<file path="config.mk">
export PLATFORM = sky130hd
export DESIGN_NAME = dlsc_mt9v032_framer
export DESIGN_NICKNAME = d
export VERILOG_FILES = /design/src/rtl/dlsc_mt9v032_pkg.sv /design/src/rtl/dlsc_mt9v032_raster_cnt.sv /design/src/rtl/dlsc_mt9v032_framer.sv
export SDC_FILE = /design/constraint.sdc
export NUM_CORES = 1
export LEC_CHECK = 0
export ABC_CLOCK_PERIOD_IN_PS = 4450
export BUFFER_PORTS_ARGS = -buffer_cell sky130_fd_sc_hd__buf_2
export CORE_AREA = 2 2 179 181
export CTS_CLUSTER_SIZE = 12
export DETAILED_ROUTE_END_ITERATION = 8
export DIE_AREA = 0 0 181 183
export PLACE_DENSITY_LB_ADDON = 0.1
export SKIP_LAST_GASP = 1
export SYNTH_ARGS = -nofsm -noshare
export SYNTH_HDL_FRONTEND = slang
export SYNTH_SLANG_ARGS = --single-unit
</file>
<file path="constraint.sdc">
create_clock -name px_clk -period 4.45 [get_ports px_clk]
set_input_delay 0.6675 -clock px_clk [delete_from_list [all_inputs] [get_ports px_clk]]
set_output_delay 0.6675 -clock px_clk [all_outputs]
set_load 0.005 [all_outputs]
</file>
<file path="src/rtl/dlsc_mt9v032_pkg.sv">
// Shared types and constants for the MT9V032 per-camera pixel path.
// Pixel width, full-scale value and the tagged-pixel record.
package dlsc_mt9v032_pkg;

   localparam int PX_BITS = 10;
   localparam logic [PX_BITS-1:0] PX_MAX = 10'h3FF;

   typedef struct packed {
      logic [PX_BITS-1:0] data;
      logic               first;
      logic               last_col;
      logic               last_row;
   } px_tag_t;

endpackage

</file>
<file path="src/rtl/dlsc_mt9v032_raster_cnt.sv">
// Raster position tracker: x/y counters that step once per accepted pixel,
// exposing the position flags of the pixel about to be accepted.
module dlsc_mt9v032_raster_cnt #(
   parameter int HDISP = 752,
   parameter int VDISP = 480
) (
   input  logic px_clk,
   input  logic px_rst_n,
   input  logic advance,
   input  logic clear,
   output logic first,
   output logic last_col,
   output logic last_row,
   output logic eof
);

   localparam int X_BITS = $clog2(HDISP);
   localparam int Y_BITS = $clog2(VDISP);
   localparam logic [X_BITS-1:0] X_LAST = X_BITS'(HDISP - 1);
   localparam logic [Y_BITS-1:0] Y_LAST = Y_BITS'(VDISP - 1);

   logic [X_BITS-1:0] x_q, x_d;
   logic [Y_BITS-1:0] y_q, y_d;

   assign first    = (x_q == '0) && (y_q == '0);
   assign last_col = (x_q == X_LAST);
   assign last_row = (y_q == Y_LAST);
   assign eof      = last_col && last_row;

   // NOTE: every variable driven here gets a default first, so no path leaves it unassigned and no latch is inferred.
   always_comb begin
      x_d = x_q;
      y_d = y_q;
      if (clear) begin
         x_d = '0;
         y_d = '0;
      end else if (advance) begin
         if (last_col) begin
            x_d = '0;
            y_d = last_row ? '0 : y_q + 1'b1;
         end else begin
            x_d = x_q + 1'b1;
         end
      end
   end

   // NOTE: state registers use non-blocking assignments so every flop samples the pre-edge values.
   always_ff @(posedge px_clk or negedge px_rst_n) begin
      if (!px_rst_n) begin
         x_q <= '0;
         y_q <= '0;
      end else begin
         x_q <= x_d;
         y_q <= y_d;
      end
   end

endmodule

</file>
<file path="src/rtl/dlsc_mt9v032_framer.sv">
// Per-camera framer: tags each pixel with raster flags through a single
// output register stage and publishes per-frame min/max/sum at end of frame.
module dlsc_mt9v032_framer
   import dlsc_mt9v032_pkg::*;
#(
   parameter int HDISP     = 752,
   parameter int VDISP     = 480,
   parameter int SUM_BITS  = 29,
   parameter int FCNT_BITS = 16
) (
   input  logic                 px_clk,
   input  logic                 px_rst_n,
   input  logic                 sync_clear,
   output logic                 in_ready,
   input  logic                 in_valid,
   input  logic [PX_BITS-1:0]   in_data,
   input  logic                 out_ready,
   output logic                 out_valid,
   output logic [PX_BITS-1:0]   out_data,
   output logic                 out_first,
   output logic                 out_last_col,
   output logic                 out_last_row,
   output logic                 stat_valid,
   output logic [PX_BITS-1:0]   stat_min,
   output logic [PX_BITS-1:0]   stat_max,
   output logic [SUM_BITS-1:0]  stat_sum,
   output logic [FCNT_BITS-1:0] stat_frame
);

   logic accept;
   logic r_first, r_last_col, r_last_row, r_eof;

   px_tag_t              out_q, out_d;
   logic                 out_valid_q, out_valid_d;
   logic [PX_BITS-1:0]   min_q, min_d, max_q, max_d;
   logic [SUM_BITS-1:0]  sum_q, sum_d;
   logic [PX_BITS-1:0]   stat_min_q, stat_min_d, stat_max_q, stat_max_d;
   logic [SUM_BITS-1:0]  stat_sum_q, stat_sum_d;
   logic [FCNT_BITS-1:0] stat_frame_q, stat_frame_d;
   logic                 stat_valid_q, stat_valid_d;

   logic [PX_BITS-1:0]   px_min, px_max;
   logic [SUM_BITS-1:0]  px_sum;

   assign in_ready = !sync_clear && (!out_valid_q || out_ready);
   assign accept   = in_valid && in_ready;

   dlsc_mt9v032_raster_cnt #(
      .HDISP (HDISP),
      .VDISP (VDISP)
   ) u_raster (
      .px_clk   (px_clk),
      .px_rst_n (px_rst_n),
      .advance  (accept),
      .clear    (sync_clear),
      .first    (r_first),
      .last_col (r_last_col),
      .last_row (r_last_row),
      .eof      (r_eof)
   );

   // Running statistics including the pixel being accepted this cycle.
   assign px_min = (in_data < min_q) ? in_data : min_q;
   assign px_max = (in_data > max_q) ? in_data : max_q;
   assign px_sum = sum_q + SUM_BITS'(in_data);

   always_comb begin
      out_d        = out_q;
      out_valid_d  = out_valid_q;
      min_d        = min_q;
      max_d        = max_q;
      sum_d        = sum_q;
      stat_min_d   = stat_min_q;
      stat_max_d   = stat_max_q;
      stat_sum_d   = stat_sum_q;
      stat_frame_d = stat_frame_q;
      stat_valid_d = 1'b0;

      if (out_ready) out_valid_d = 1'b0;

      if (sync_clear) begin
         min_d = PX_MAX;
         max_d = '0;
         sum_d = '0;
      end else if (accept) begin
         out_valid_d = 1'b1;
         out_d       = '{data: in_data, first: r_first, last_col: r_last_col, last_row: r_last_row};
         if (r_eof) begin
            stat_min_d   = px_min;
            stat_max_d   = px_max;
            stat_sum_d   = px_sum;
            stat_frame_d = stat_frame_q + 1'b1;
            stat_valid_d = 1'b1;
            min_d        = PX_MAX;
            max_d        = '0;
            sum_d        = '0;
         end else begin
            min_d = px_min;
            max_d = px_max;
            sum_d = px_sum;
         end
      end
   end

   // NOTE: the data path is reset too, because the published outputs must read as zero straight out of reset.
   always_ff @(posedge px_clk or negedge px_rst_n) begin
      if (!px_rst_n) begin
         out_q        <= '0;
         out_valid_q  <= 1'b0;
         min_q        <= PX_MAX;
         max_q        <= '0;
         sum_q        <= '0;
         stat_min_q   <= '0;
         stat_max_q   <= '0;
         stat_sum_q   <= '0;
         stat_frame_q <= '0;
         stat_valid_q <= 1'b0;
      end else begin
         out_q        <= out_d;
         out_valid_q  <= out_valid_d;
         min_q        <= min_d;
         max_q        <= max_d;
         sum_q        <= sum_d;
         stat_min_q   <= stat_min_d;
         stat_max_q   <= stat_max_d;
         stat_sum_q   <= stat_sum_d;
         stat_frame_q <= stat_frame_d;
         stat_valid_q <= stat_valid_d;
      end
   end

   assign out_valid    = out_valid_q;
   assign out_data     = out_q.data;
   assign out_first    = out_q.first;
   assign out_last_col = out_q.last_col;
   assign out_last_row = out_q.last_row;
   assign stat_valid   = stat_valid_q;
   assign stat_min     = stat_min_q;
   assign stat_max     = stat_max_q;
   assign stat_sum     = stat_sum_q;
   assign stat_frame   = stat_frame_q;

endmodule
</file>
### Word level (Yosys, flattened, before mapping)

Index checks and enable logic that the tools add are counted.

| storage, ports and cells | value |
|---|---|
| bits of input ports | 15 |
| output and inout bits | 81 |
| logic and storage cells | 62 |
| bits in registers | 148 |

| operators by class | value |
|---|---|
| $lt $le $gt $ge | 2 |
| add/subtract/negate cells | 4 |
| bitwise logic cells | 1 |
| equality and inequality tests | 2 |
| muxes and demuxes | 24 |
| reduce and logical (&&, ||, !) cells | 14 |

Operator list:

| operator | number |
|---|---|
| 2-to-1 mux 10 bit | 11 |
| 2-to-1 mux 29 bit | 3 |
| 2-to-1 mux 9 bit | 4 |
| adder 29 x 10 -> 29 bit | 1 |
| adder 16 x 1 -> 16 bit, second input constant | 1 |
| adder 10 x 1 -> 10 bit, second input constant | 1 |
| == test 10 bit, second input constant | 1 |
| > comparator 10 bit | 1 |
| zero test 10 bit | 1 |
| less-than comparator 10 bit | 1 |
| adder 9 x 1 -> 9 bit, second input constant | 1 |
| == test 9 bit, second input constant | 1 |
| zero test 9 bit | 1 |
| 2-to-1 mux 1 bit | 6 |
| logical AND 1 bit | 4 |
| AND reduction 2 bit | 2 |
| nonzero test 2 bit | 2 |
| AND reduction 3 bit | 1 |
| zero test 1 bit | 2 |
| logical OR 1 bit | 1 |
| NOT 1 bit | 1 |

### Longest topological paths before layout

| depth | value |
|---|---|
| depth after elaboration | 6 |
| depth in mapped cells | 11 |
| gate-level depth less buffers | 9 |

### Modules after synthesis

A second synthesis with hierarchy kept.

| unflattened totals | value |
|---|---|
| cell total of the unflattened synthesis | 775 |
| area, all modules | 7681.1 µm² |

Modules (own cells, without submodules):

| module | area each (µm²) | sequential area each (µm²) | instances | cells an instance |
|---|---|---|---|---|
| dlsc_mt9v032_framer | 6530.0 | 3240.6 | 1 | 644 |
| dlsc_mt9v032_raster_cnt | 1151.1 | 475.5 | 1 | 131 |

### Worst setup path before layout

OpenSTA, ideal clock, no wires.

| path | value |
|---|---|
| path kind | in2reg |
| start point | in in_data[0] |
| end point | reg sum_q[28] |
| data required time | 4.329 ns |
| arrival | 2.526 ns |
| library setup time | 0.121 ns |
| cell stages on the path | 10 |
| path buffers | 1 |
| setup slack | 1.803 ns |
| cell sequence | ha_1 inv_1 fa_1 nand2b_1 a21oi_2 o2111ai_2 buf_6 a2111oi_4 o21ai_0 a22o_1 |

| on the way | value |
|---|---|
| longest elaborated chain between the ends | 4 |

Ends and longest elaborated chain:

| item | line | RTL |
|---|---|---|
| start: declaration | dlsc_mt9v032_framer.sv:16 | `input logic [PX_BITS-1:0] in_data,` |
| adder 29 x 10 -> 29 bit | dlsc_mt9v032_framer.sv:65 | `assign px_sum = sum_q + SUM_BITS'(in_data);` |
| 2-to-1 mux 29 bit | dlsc_mt9v032_framer.sv:88 | `if (r_eof) begin` |
| 2-to-1 mux 29 bit | dlsc_mt9v032_framer.sv:85 | `end else if (accept) begin` |
| 2-to-1 mux 29 bit | dlsc_mt9v032_framer.sv:81 | `if (sync_clear) begin` |
| end signal: assignment | dlsc_mt9v032_framer.sv:123 | `sum_q <= sum_d;` |
| end: declaration | dlsc_mt9v032_framer.sv:36 | `logic [SUM_BITS-1:0] sum_q, sum_d;` |

No other way between the ends. The select of a mux whose other input is x is not followed.
A chain may end at the register's enable or synchronous reset.

### Final worst setup path

| path | value |
|---|---|
| start point | in in_data[0] |
| end point | reg sum_q[24] |

The elaborated chain is that of the path after synthesis.

==> metrics.md <==
| Metric | Value |
|---|---|
| Status | `finished clean` |
| Async S/R FF share, synth | `100%` |
| Pwr per Cell Area | `368 mW/mm2` |
| Crit share post-route | `between 60 and 70%` |
| CP Class | `in -> reg` |
| Sink Count | `between 100 and 150` |
| Worst Path Arrival | `approximately 3.2 ns` |
| # rows | `between 60 and 70` |
| FF+latch count, synth | `between 100 and 150` |
| Max-slew violations | `0` |
| Peak supply drop | `roughly 0.27 mV` |
| Syn_nets | `834` |
| Initial core utilization | `between 20% and 30%` |
| First-pass GRT wire length | `~36 mm` |
| Maximum net fanout on the critical path | `11` |
| Total CTS buffers | `17` |
| Worst Setup End Kind | `register` |
| Die H | `between 150 and 200 um` |
| Clock slew at reported path FFs | `~0.070 ns` |
| WP data required | `between 4 and 5 ns` |
| Die width | `between 150 and 200 um` |
| Static Leakage | `between 4 and 5 nW` |
| Fillers | `3,329` |
| DRT iter0 DRCs | `about 370` |
| Hold-fix buffers, CTS | `0` |
| Initial antenna violation count | `0` |
| Top FF cell, synth | `dfrtp_1` |
| Critical path startpoint category | `input pin` |
| Pre-antenna DRT Iters | `4` |
| Sequential share of the synthesized area | `roughly half` |
| Measured slew at the worst slew-check pin | `~0.84 ns` |
| Yosys warnings | `0` |
| Final nets | `slightly above 900` |
| Tmin final | `~2.9 ns` |
| Postcts setup bufs | `0` |
| WL per Instance | `between 15 and 20 um` |
| N_diodes | `0` |
| Post-Syn Area per Cell | `about 10 um2` |
| Max_slew headroom | `43.5%` |
| HPWL Detailed | `around 15 mm` |
| Via-to-Cell Ratio | `roughly 4.7` |
| Type of the most critical hold path | `in -> async` |
| DRT antenna net count | `0` |
| Routability-driven placement congestion ratio | `~0.75` |
| Pin count of the biggest net entering global routing | `65` |
| Unrepaired setup endpoints after global routing | `false` |
| Cell count after synthesis | `784` |
| Final wirelength | `about 23 mm` |
| Core area | `between 0.03 and 0.04 mm2` |
| TNS Setup | `0 ns` |
| CTS tree | `yes` |
| Fmax | `approximately 350 MHz` |
| Synthesis-to-finish area growth | `19.5%` |
| Synth unique cells | `a little under 70` |
| Post_cts resized | `0` |
| Max-cap check violation count | `0` |
| Inst Count DP | `~1,300` |
| Root buffer cell | `clkbuf_16` |
| Port bufs | `95` |
| Setup-failing EPs final | `0` |
| Overflow after GRT | `0` |
| I/O pin count | `96` |
| Number of synthesized flops with an enable pin | `0` |
| Die Area | `about 0.033 mm2` |
| Clock buffer depth | `2` |
| Vias | `6,016` |
| Drt drc | `0` |
| Final hold viol count | `0` |
| Total track usage | `around 14%` |
| Vias in the first global route | `6,123` |
| Synthesized area | `about 0.0077 mm2` |
| Post-Layout Cell Count | `1,292` |
| Share of layout cells above drive strength 1 | `19.2%` |
| Worst skew pair latency | `approximately 0.43 ns` |
| Number of H-tree levels | `4` |
| Layout Skew | `~0.015 ns` |
## per-stage QoR
stage          power (mW)  instance area [um2]  utilization [%]  setup WS [ns]  hold WS, ns
6_report             3.39                 9210             29.5           1.59        0.237
5_1_grt              3.58                 9210             29.5           1.34        0.281
4_1_cts              3.45                 9210             29.5           1.59        0.255
3_5_place_dp         1.90                 8600             27.5           1.12        0.462
3_3_place_gp         1.90                 8600             27.5           1.14        0.450
2_1_floorplan        1.71                 7710                -           1.80        0.372
## cells in the mapped netlist, types with 3 or more instances
| library cell | n | area (um2) |
|---|---|---|
| dfrtp_1 | 138 | 3450 |
| nand2_1 | 126 | 473 |
| o21ai_0 | 93 | 465 |
| a21oi_1 | 37 | 185 |
| inv_1 | 36 | 135 |
| ha_1 | 34 | 425 |
| xnor2_1 | 32 | 280 |
| nor2_1 | 23 | 86.3 |
| mux2i_1 | 20 | 200 |
| nand3_1 | 16 | 80.1 |
| nand4_1 | 14 | 87.6 |
| xor2_1 | 14 | 123 |
| clkbuf_1 | 13 | 48.8 |
| a22o_1 | 12 | 105 |
| a31oi_1 | 12 | 75.1 |
| dfstp_2 | 10 | 263 |
| o22a_1 | 10 | 87.6 |
| nand2b_1 | 9 | 56.3 |
| and4_1 | 8 | 70.1 |
| buf_2 | 8 | 40.0 |
| a21o_1 | 7 | 52.6 |
| nor3_1 | 7 | 35.0 |
| o211ai_1 | 7 | 52.6 |
| or3_1 | 7 | 43.8 |
| and2_1 | 6 | 37.5 |
| and3_1 | 6 | 37.5 |
| buf_4 | 6 | 45.0 |
| nor2b_1 | 6 | 37.5 |
| or4_1 | 5 | 37.5 |
| buf_6 | 4 | 45.0 |
| o21a_1 | 4 | 30.0 |
| o21ai_1 | 4 | 20.0 |
| buf_1 | 3 | 11.3 |
## kinds of logic (layout without fill, tap and decap cells)
logic type | after synthesis | in the layout | share of synthesized area [%]
simple gates | 256 | 256 | 16.8
compound gates | 208 | 208 | 17.1
flops | 148 | 148 | 48.2
buf+inv | 71 | 177 | 4.27
xor+xnor | 46 | 46 | 5.23
fa+ha+maj | 35 | 35 | 5.78
mux | 20 | 20 | 2.60
## placed cells by master, fill, tap and decap left out, drive strengths merged, types with 5 or more instances in the layout
| cell | netlist | final |
|---|---|---|
| a31oi | 12 | 12 |
| or3 | 8 | 8 |
| or4 | 5 | 5 |
| nor2 | 25 | 25 |
| nor3 | 7 | 7 |
| o22a | 10 | 10 |
| and3 | 6 | 6 |
| clkbuf | 13 | 21 |
| o211ai | 7 | 7 |
| inv | 37 | 38 |
| nand4 | 16 | 16 |
| a22o | 12 | 12 |
| and4 | 10 | 10 |
| dfrtp | 138 | 138 |
| mux2i | 20 | 20 |
| dfstp | 10 | 10 |
| a21o | 7 | 7 |
| xor2 | 14 | 14 |
| nor2b | 6 | 6 |
| ha | 34 | 34 |
| nand3 | 17 | 17 |
| and2 | 7 | 7 |
| o21ai | 99 | 99 |
| a21oi | 41 | 41 |
| nand2b | 9 | 9 |
| xnor2 | 32 | 32 |
| nand2 | 128 | 128 |
| buf | 21 | 108 |
## worst max-delay path: stages
cell       delay, ns
buf_2           0.19
ha_1            0.21
inv_1           0.06
fa_1            0.40
nand2b_1        0.19
a21oi_2         0.19
o2111ai_2       0.45
and2_0          0.46
o21ai_0         0.23
a31oi_1         0.10
## worst paths after layout
| path | cells after the start | slack [ns] | from | endpoint |
|---|---|---|---|---|
| worst max-delay path | 10 | 1.59 | in_data[0] | sum_q[24] |
| worst min-delay path | 1 | 0.24 | px_rst_n | stat_sum[28] |
| worst max register to register | 9 | 1.71 | sum_q[0] | sum_q[24] |
| worst min register to register | 2 | 0.47 | out_data[6] | out_data[6] |
| max in group asynchronous | 2 | 3.28 | px_rst_n | stat_sum[18] |
| min in group px_clk | 2 | 0.47 | out_data[6] | out_data[6] |
## sequential cells by signal, summed over array words and instances, names as in the netlist, 9 cells and up
signal	flops
stat_max	10
stat_min	10
max_q	10
sum_q	29
u_raster.y_q	9
stat_frame	16
out_data	10
stat_sum	29
min_q	10
u_raster.x_q	10
## power by group
part           total (mW)  internal, mW  leakage, nW  switching (mW)
Sequential           1.44          1.40         1.98          0.0365
Clock                1.53         0.916        0.286           0.614
Combinational       0.419         0.152         2.10           0.267
## per-layer routing
metal	wire length, um	vias to the layer above	global-route usage (%)
li1	-	2953	-
met1	11600	2965	20.3
met2	10200	85	22.4
met3	635	13	2.62
met4	194	0	3.51
met5	0	-	0
## area by class of cell
type | count | area [um2] | share of cell area [%]
Sequential cell | 148 | 3720 | 40.3
Multi-Input combinational cell | 565 | 3660 | 39.8
Timing Repair Buffer | 108 | 579 | 6.29
Tap cell | 402 | 503 | 5.46
Clock buffer | 21 | 460 | 5.00
Clock inverter | 11 | 151 | 1.64
Inverter | 37 | 139 | 1.51
Power figures use the tool's default switching activity.
